### config.mk
export PLATFORM = sky130hd
export DESIGN_NAME = fetch_ctrl
export DESIGN_NICKNAME = d
export VERILOG_FILES = /design/src/rtl/fetch_ctrl.sv
export SDC_FILE = /design/constraint.sdc
export NUM_CORES = 1
export LEC_CHECK = 0
export CAP_MARGIN = 20
export CORE_MARGIN = 2
export CORE_UTILIZATION = 40
export CTS_CLUSTER_DIAMETER = 100
export DETAILED_ROUTE_END_ITERATION = 10
export GPL_TIMING_DRIVEN = 0
export PLACE_DENSITY = 0.66
export SETUP_SLACK_MARGIN = 0.15
export SYNTH_ARGS = -nofsm -noshare
export SYNTH_HDL_FRONTEND = slang
export SYNTH_SLANG_ARGS = --single-unit
### constraint.sdc
create_clock -name clock -period 2.9 [get_ports clock]
set_clock_uncertainty 0.1 [all_clocks]
set_input_delay 0.725 -clock clock [delete_from_list [all_inputs] [get_ports clock]]
set_output_delay 0.725 -clock clock [all_outputs]
set_load 0.1 [all_outputs]
### src/rtl/fetch_ctrl.sv
// Fetch-stage sequencing controller: owns PC advance/hold/redirect and the
// decode/execute bubble controls around branches, PC writes and memory waits.
module fetch_ctrl #(
  parameter int unsigned MEM_TIMEOUT = 15
) (
  input  logic       clock,
  input  logic       rst,
  output logic       imemReq,
  input  logic       imemReady,
  input  logic       stallD,
  input  logic       pcWriteD,
  input  logic       pcSrcW,
  input  logic       branchE,
  output logic       pcEnable,
  output logic       pipeEnable,
  output logic       flushD,
  output logic       flushE,
  output logic [2:0] state,
  output logic       timeoutErr
);

  typedef enum logic [2:0] {
    S_IDLE    = 3'd0,
    S_FETCH   = 3'd1,
    S_WAITMEM = 3'd2,
    S_PCWAIT  = 3'd3
  } state_e;

  localparam logic [7:0] TIMEOUT = 8'(MEM_TIMEOUT);

  state_e     state_q, state_d;
  logic [7:0] wait_cnt_q, wait_cnt_d;
  logic       timeout_err_q, timeout_err_d;
  logic       wait_tick;

  always_comb begin
    state_d       = state_q;
    wait_cnt_d    = wait_cnt_q;
    timeout_err_d = timeout_err_q;
    wait_tick     = 1'b0;
    imemReq       = 1'b0;
    pcEnable      = 1'b0;
    pipeEnable    = 1'b0;
    flushD        = 1'b0;
    flushE        = 1'b0;

    case (state_q)
      S_IDLE: begin
        flushD  = 1'b1;
        flushE  = 1'b1;
        state_d = S_FETCH;
      end

      S_FETCH, S_WAITMEM: begin
        imemReq    = 1'b1;
        pipeEnable = 1'b1;
        pcEnable   = imemReady;
        if (branchE) begin
          pcEnable   = 1'b1;
          flushD     = 1'b1;
          flushE     = 1'b1;
          state_d    = S_FETCH;
          wait_cnt_d = 8'd0;
        end else if (stallD) begin
          pcEnable   = 1'b0;
          pipeEnable = 1'b0;
          flushE     = 1'b1;
        end else if (state_q == S_FETCH) begin
          if (pcWriteD) begin
            state_d    = S_PCWAIT;
            wait_cnt_d = 8'd0;
          end else if (!imemReady) begin
            flushD     = 1'b1;
            state_d    = S_WAITMEM;
            wait_cnt_d = 8'd1;
            wait_tick  = 1'b1;
          end else begin
            wait_cnt_d = 8'd0;
          end
        end else begin
          // Memory still outstanding: a stray pcWriteD waits for the word.
          if (!imemReady) begin
            flushD    = 1'b1;
            wait_tick = 1'b1;
            if (wait_cnt_q != 8'hFF) begin
              wait_cnt_d = wait_cnt_q + 8'd1;
            end
          end else begin
            state_d    = pcWriteD ? S_PCWAIT : S_FETCH;
            wait_cnt_d = 8'd0;
          end
        end
      end

      S_PCWAIT: begin
        pipeEnable = 1'b1;
        flushD     = 1'b1;
        if (branchE) begin
          pcEnable   = 1'b1;
          flushE     = 1'b1;
          state_d    = S_FETCH;
          wait_cnt_d = 8'd0;
        end else if (stallD) begin
          pipeEnable = 1'b0;
          flushD     = 1'b0;
          flushE     = 1'b1;
        end else if (pcSrcW) begin
          pcEnable = 1'b1;
          state_d  = S_FETCH;
        end
      end

      default: begin
        flushD     = 1'b1;
        flushE     = 1'b1;
        state_d    = S_IDLE;
        wait_cnt_d = 8'd0;
      end
    endcase

    if (wait_tick && wait_cnt_d == TIMEOUT) begin
      timeout_err_d = 1'b1;
    end
  end

  always_ff @(posedge clock) begin
    if (!rst) begin
      state_q       <= S_IDLE;
      wait_cnt_q    <= 8'd0;
      timeout_err_q <= 1'b0;
    end else begin
      state_q       <= state_d;
      wait_cnt_q    <= wait_cnt_d;
      timeout_err_q <= timeout_err_d;
    end
  end

  assign state      = state_q;
  assign timeoutErr = timeout_err_q;

endmodule

* Word level (Yosys, flattened, before mapping)
Cells that the tools add are included. W data, S select, Z words.
Word-level totals: flip-flop bits (word level) 12, output and inout bits 9, bits of input ports 7
Cells by class: multiplexer cells 41, reductions and logical operators 5, equality and inequality tests 10, $add $sub $neg 1
Operators by type and width (count):
- $mux W8 | 6
- $mux W3 | 9
- $pmux W8 S3 | 1
- $mux W1 | 21
- $ne A3 B3 Y1 const B | 3
- $pmux W3 S3 | 1
- $add A8 B1 Y8 const B | 1
- $eq A8 B4 Y1 const B | 1
- $ne A8 B8 Y1 const B | 1
- $eq A3 B2 Y1 const B | 2
- $ne A5 B5 Y1 const B | 1
- $reduce_and A5 Y1 | 1
- $ne A4 B4 Y1 const B | 1
- $pmux W1 S2 | 2
- $eq A3 B1 Y1 const B | 1
- $logic_not A3 Y1 | 1
- $reduce_or A3 Y1 | 1
- $mux W2 | 1
- $reduce_or A2 Y1 | 1
- $logic_and A1 B1 Y1 | 1

* Logic depth before layout (Yosys ltp)
depth after elaboration 9, gate-level depth with buffers 9, mapped depth without buffers 8

* Least setup slack after synthesis
No wires, ideal clock.
kind flip-flop to output port, from register state_q[0] (netlist: state[0]), to output pcEnable, data arrival time 5292 ps, path slack -3217 ps, cell stages (with the launch flop) 5, required time 2075 ps, cells stage by stage dfxtp_1 -> inv_1 -> ha_1 -> a21oi_1 -> a21boi_0
On the way: longest elaborated chain between the ends 3
RTL lines:
- start, declared | RTL line 31 | state_e state_q, state_d;
- start signal, assigned | RTL line 132 | state_q <= state_d;
- $eq A3 B1 Y1 / $eq A3 B2 Y1 (equally long branches) | RTL line 47 | case (state_q)
- $reduce_or A2 Y1 | RTL line 47
- $pmux W1 S2 (*) | RTL line 47
- end, declared | RTL line 14 | output logic pcEnable,
Mark *: on every way between the ends. The rest lies on a longest branch, timed or not.

* Final worst setup path
from input imemReady, to output flushD
On the way: longest elaborated chain between the ends 6
RTL lines:
- start, declared | RTL line 9 | input logic imemReady,
- $mux W1 (*) | RTL line 72, 82
- $mux W1 | RTL line 69 | if (pcWriteD) begin
- $mux W1 (*) | RTL line 68 | end else if (state_q == S_FETCH) begin
- $mux W1 (*) | RTL line 64 | end else if (stallD) begin
- $mux W1 (*) | RTL line 58 | if (branchE) begin
- $pmux W1 S2 (*) | RTL line 47
- end, declared | RTL line 16 | output logic flushD,
Marks and branches as above.

==> key figures <==
Outcome
  • Outcome: completed

GRT
  • Largest net degree at the start of global routing: 11
  • First-pass GRT wire length: around 3.8 mm
  • Vias in the first global route: about 850
  • Overall Global Routing Usage: 0.187
  • Aggregate global routing overflow: 0
  • Initial antenna violation count: 0
  • Met3 Track Usage GR: 0.0543
  • Grt peak-use layer: met2
  • GRT met2 Usage: 0.297
  • Met1 Use GR: 0.243

Timing
  • Final setup fails: 0
  • Final Max Slew Viols: 0
  • RSZ-0062 raised after global routing: no
  • Final Hold Viols: 0
  • Final period util: 0.907
  • Worst slew margin: 0.339
  • Setup_tns: 0 ns
  • Slew @ Worst Pin: approximately 0.99 ns
  • Final Critical Period: 2.63 ns
  • Setup slack after layout: around 0.27 ns
  • Fmax: between 300 and 400 MHz

Detailed routing
  • Total Wirelength: between 2 and 2.5 mm
  • Pre-Repair DR Iteration Count: 4
  • Via count: around 950
  • Remaining antenna violation count: 0
  • Routed wire per std cell: roughly 14 µm
  • Initial drt markers: 16
  • Vias/cell: a little under 6
  • DRC Markers: 0

Die
  • Vert. Die Dim: roughly 52 µm
  • Starting density of the core: 0.420
  • Core footprint: around 2200 µm²
  • Die ar.: approximately 2700 µm²
  • I/O pins: 16
  • Die W: roughly 52 µm
  • FP Rows: 17

Critical path
  • Slowest-stage cell, CP: clkdlybuf4s15_1
  • Crit path launch type: primary input
  • Required @ worst endpoint: between 2 and 2.5 ns
  • CP Cell Sequence: clkdlybuf4s15_1, inv_1, a21oi_1, nor2_1, o22ai_1, nand2b_2, buf_6
  • Worst EP arrival: 1.81 ns
  • Crit path capture type: output port
  • Slowest stage delay, CP: around 0.35 ns
  • CP max FO: 7
  • WS Path Type: in2out

Place
  • PortBufs: 13
  • Post-DP HPWL: approximately 1.7 mm
  • Routability cong.: roughly 0.86
  • Place WS: -0.831 ns
  • Area post-placement: 1160 µm²

Layout
  • Most common library cell in the layout ignoring fill and taps: a21oi_1
  • Post-Layout Inst Area: between 1000 and 1500 µm²
  • Share of cells above drive strength 1: 0.234
  • Antenna diodes: 0
  • Number of nets in the layout: 151
  • Area growth syn-to-layout: 27.2%
  • Commonest non-fill, non-tap cells in the layout: a21oi_1, nor2_1, nand2_1, dfxtp_1

Yosys
  • Syn Inst Count: between 100 and 150
  • Syn nets: around 130
  • Register area share after synthesis: 0.237
  • Synthesized cell area: 928 µm²
  • Seq cells post-synth: 11
  • EDFF count, synth: 0
  • Avg Cell Area, Syn: between 7 and 8 µm²
  • YS warnings: 0
  • Ys async rst share: 0
  • Post-synth cell types: 44
  • Top_reg_cell synth: dfxtp_1

Pwr
  • Leakage: 0.457 nW
  • Max VDD drop: roughly 0.28 mV
  • Cell Pwr Density: 420 nW/µm²

CTS
  • Worst-Skew Late Latency: 0.28 ns
  • Inserted Clock Buffers: 3
  • CTS tree: yes
  • Num Clock Sinks: 11
  • Clock Path Buffers: 2
  • Clock H-tree levels: 1
  • CTS clock-pin slew for the worst setup and hold paths: 0.07 ns
  • Root Driver: clkbuf_4
  • CTS Hold Bufs: 0

Min path
  • HP Class: reg2reg

Job
  • Max Cap Viol: 0
-- flip-flops by register name, indices dropped and copies added, names as in the netlist --
register    cells
timeoutErr      1
state           2
wait_cnt_q      8
-- final timing paths --
path                            slack [ns]    endpoint  depth (start not counted)  startpoint
worst max register to register        0.52  timeoutErr                          9    state[1]
worst min register to register        0.38  timeoutErr                          1  timeoutErr
worst max-delay path                  0.27      flushD                          7   imemReady
worst min-delay path                  0.38  timeoutErr                          1  timeoutErr
-- cell usage after synthesis (3+ instances only) --
| cell | count | area, µm² |
|---|---|---|
| nor2_1 | 13 | 48.8 |
| nand2b_1 | 3 | 18.8 |
| o21ai_0 | 3 | 15.0 |
| ha_1 | 6 | 75.1 |
| o22ai_1 | 4 | 25.0 |
| dfxtp_1 | 11 | 220 |
| nor2b_1 | 3 | 18.8 |
| nand2_1 | 9 | 33.8 |
| inv_1 | 8 | 30.0 |
| buf_2 | 4 | 20.0 |
| a21oi_1 | 16 | 80.1 |
-- power by group --
group	switching, mW	internal [mW]	total, mW
Combinational	0.161	0.0674	0.229
Clock	0.0558	0.0534	0.109
Sequential	0.00450	0.154	0.159
-- cell families after synthesis --
family                     share of synthesized area
adders and majority gates                     0.0809
DFF                                            0.237
buffers and inverters                         0.0701
and+or+nand+nor                                0.261
muxes                                         0.0108
other                                        0.00404
AOI/OAI and AO/OA                              0.336
-- stage by stage --
step	hold slack [ns]	instances	power [mW]	util
6_report	0.379	165	0.496	0.534
5_1_grt	0.415	165	0.519	0.534
4_1_cts	0.379	165	0.496	0.533
3_5_place_dp	0.363	161	0.392	0.523
3_3_place_gp	0.356	161	0.391	0.523
2_1_floorplan	0.418	120	0.342	-
-- per-layer routing --
| metal | part of all wire | vias to the layer above |
|---|---|---|
| li1 | - | 478 |
| met1 | 0.44 | 436 |
| met2 | 0.47 | 33 |
| met3 | 0.067 | 6 |
| met4 | 0.017 | 0 |
| met5 | 0 | - |
-- layout make-up --
cell class              count  area, µm²
flip-flops and latches     11        228
plain buffers               6       56.3
multi-input cells          95        673
inverters                   8       35.0
repair buffers             13        128
fillers                   229       1030
clock buffers               4       26.3
well taps                  28       35.0
-- repair_timing --
item / in CTS / in global routing
resized for setup: 32 / 1
endpoints found under the setup margin: 5 / 1
setup buffers: 0 / 0
-- worst max-delay path: cells and delay by family --
kind            cells  cell delay, ns
simple gates        2            0.13
buf+inv             3            0.65
compound gates      2            0.29
Note: power is estimated with default switching activity, not from simulation.
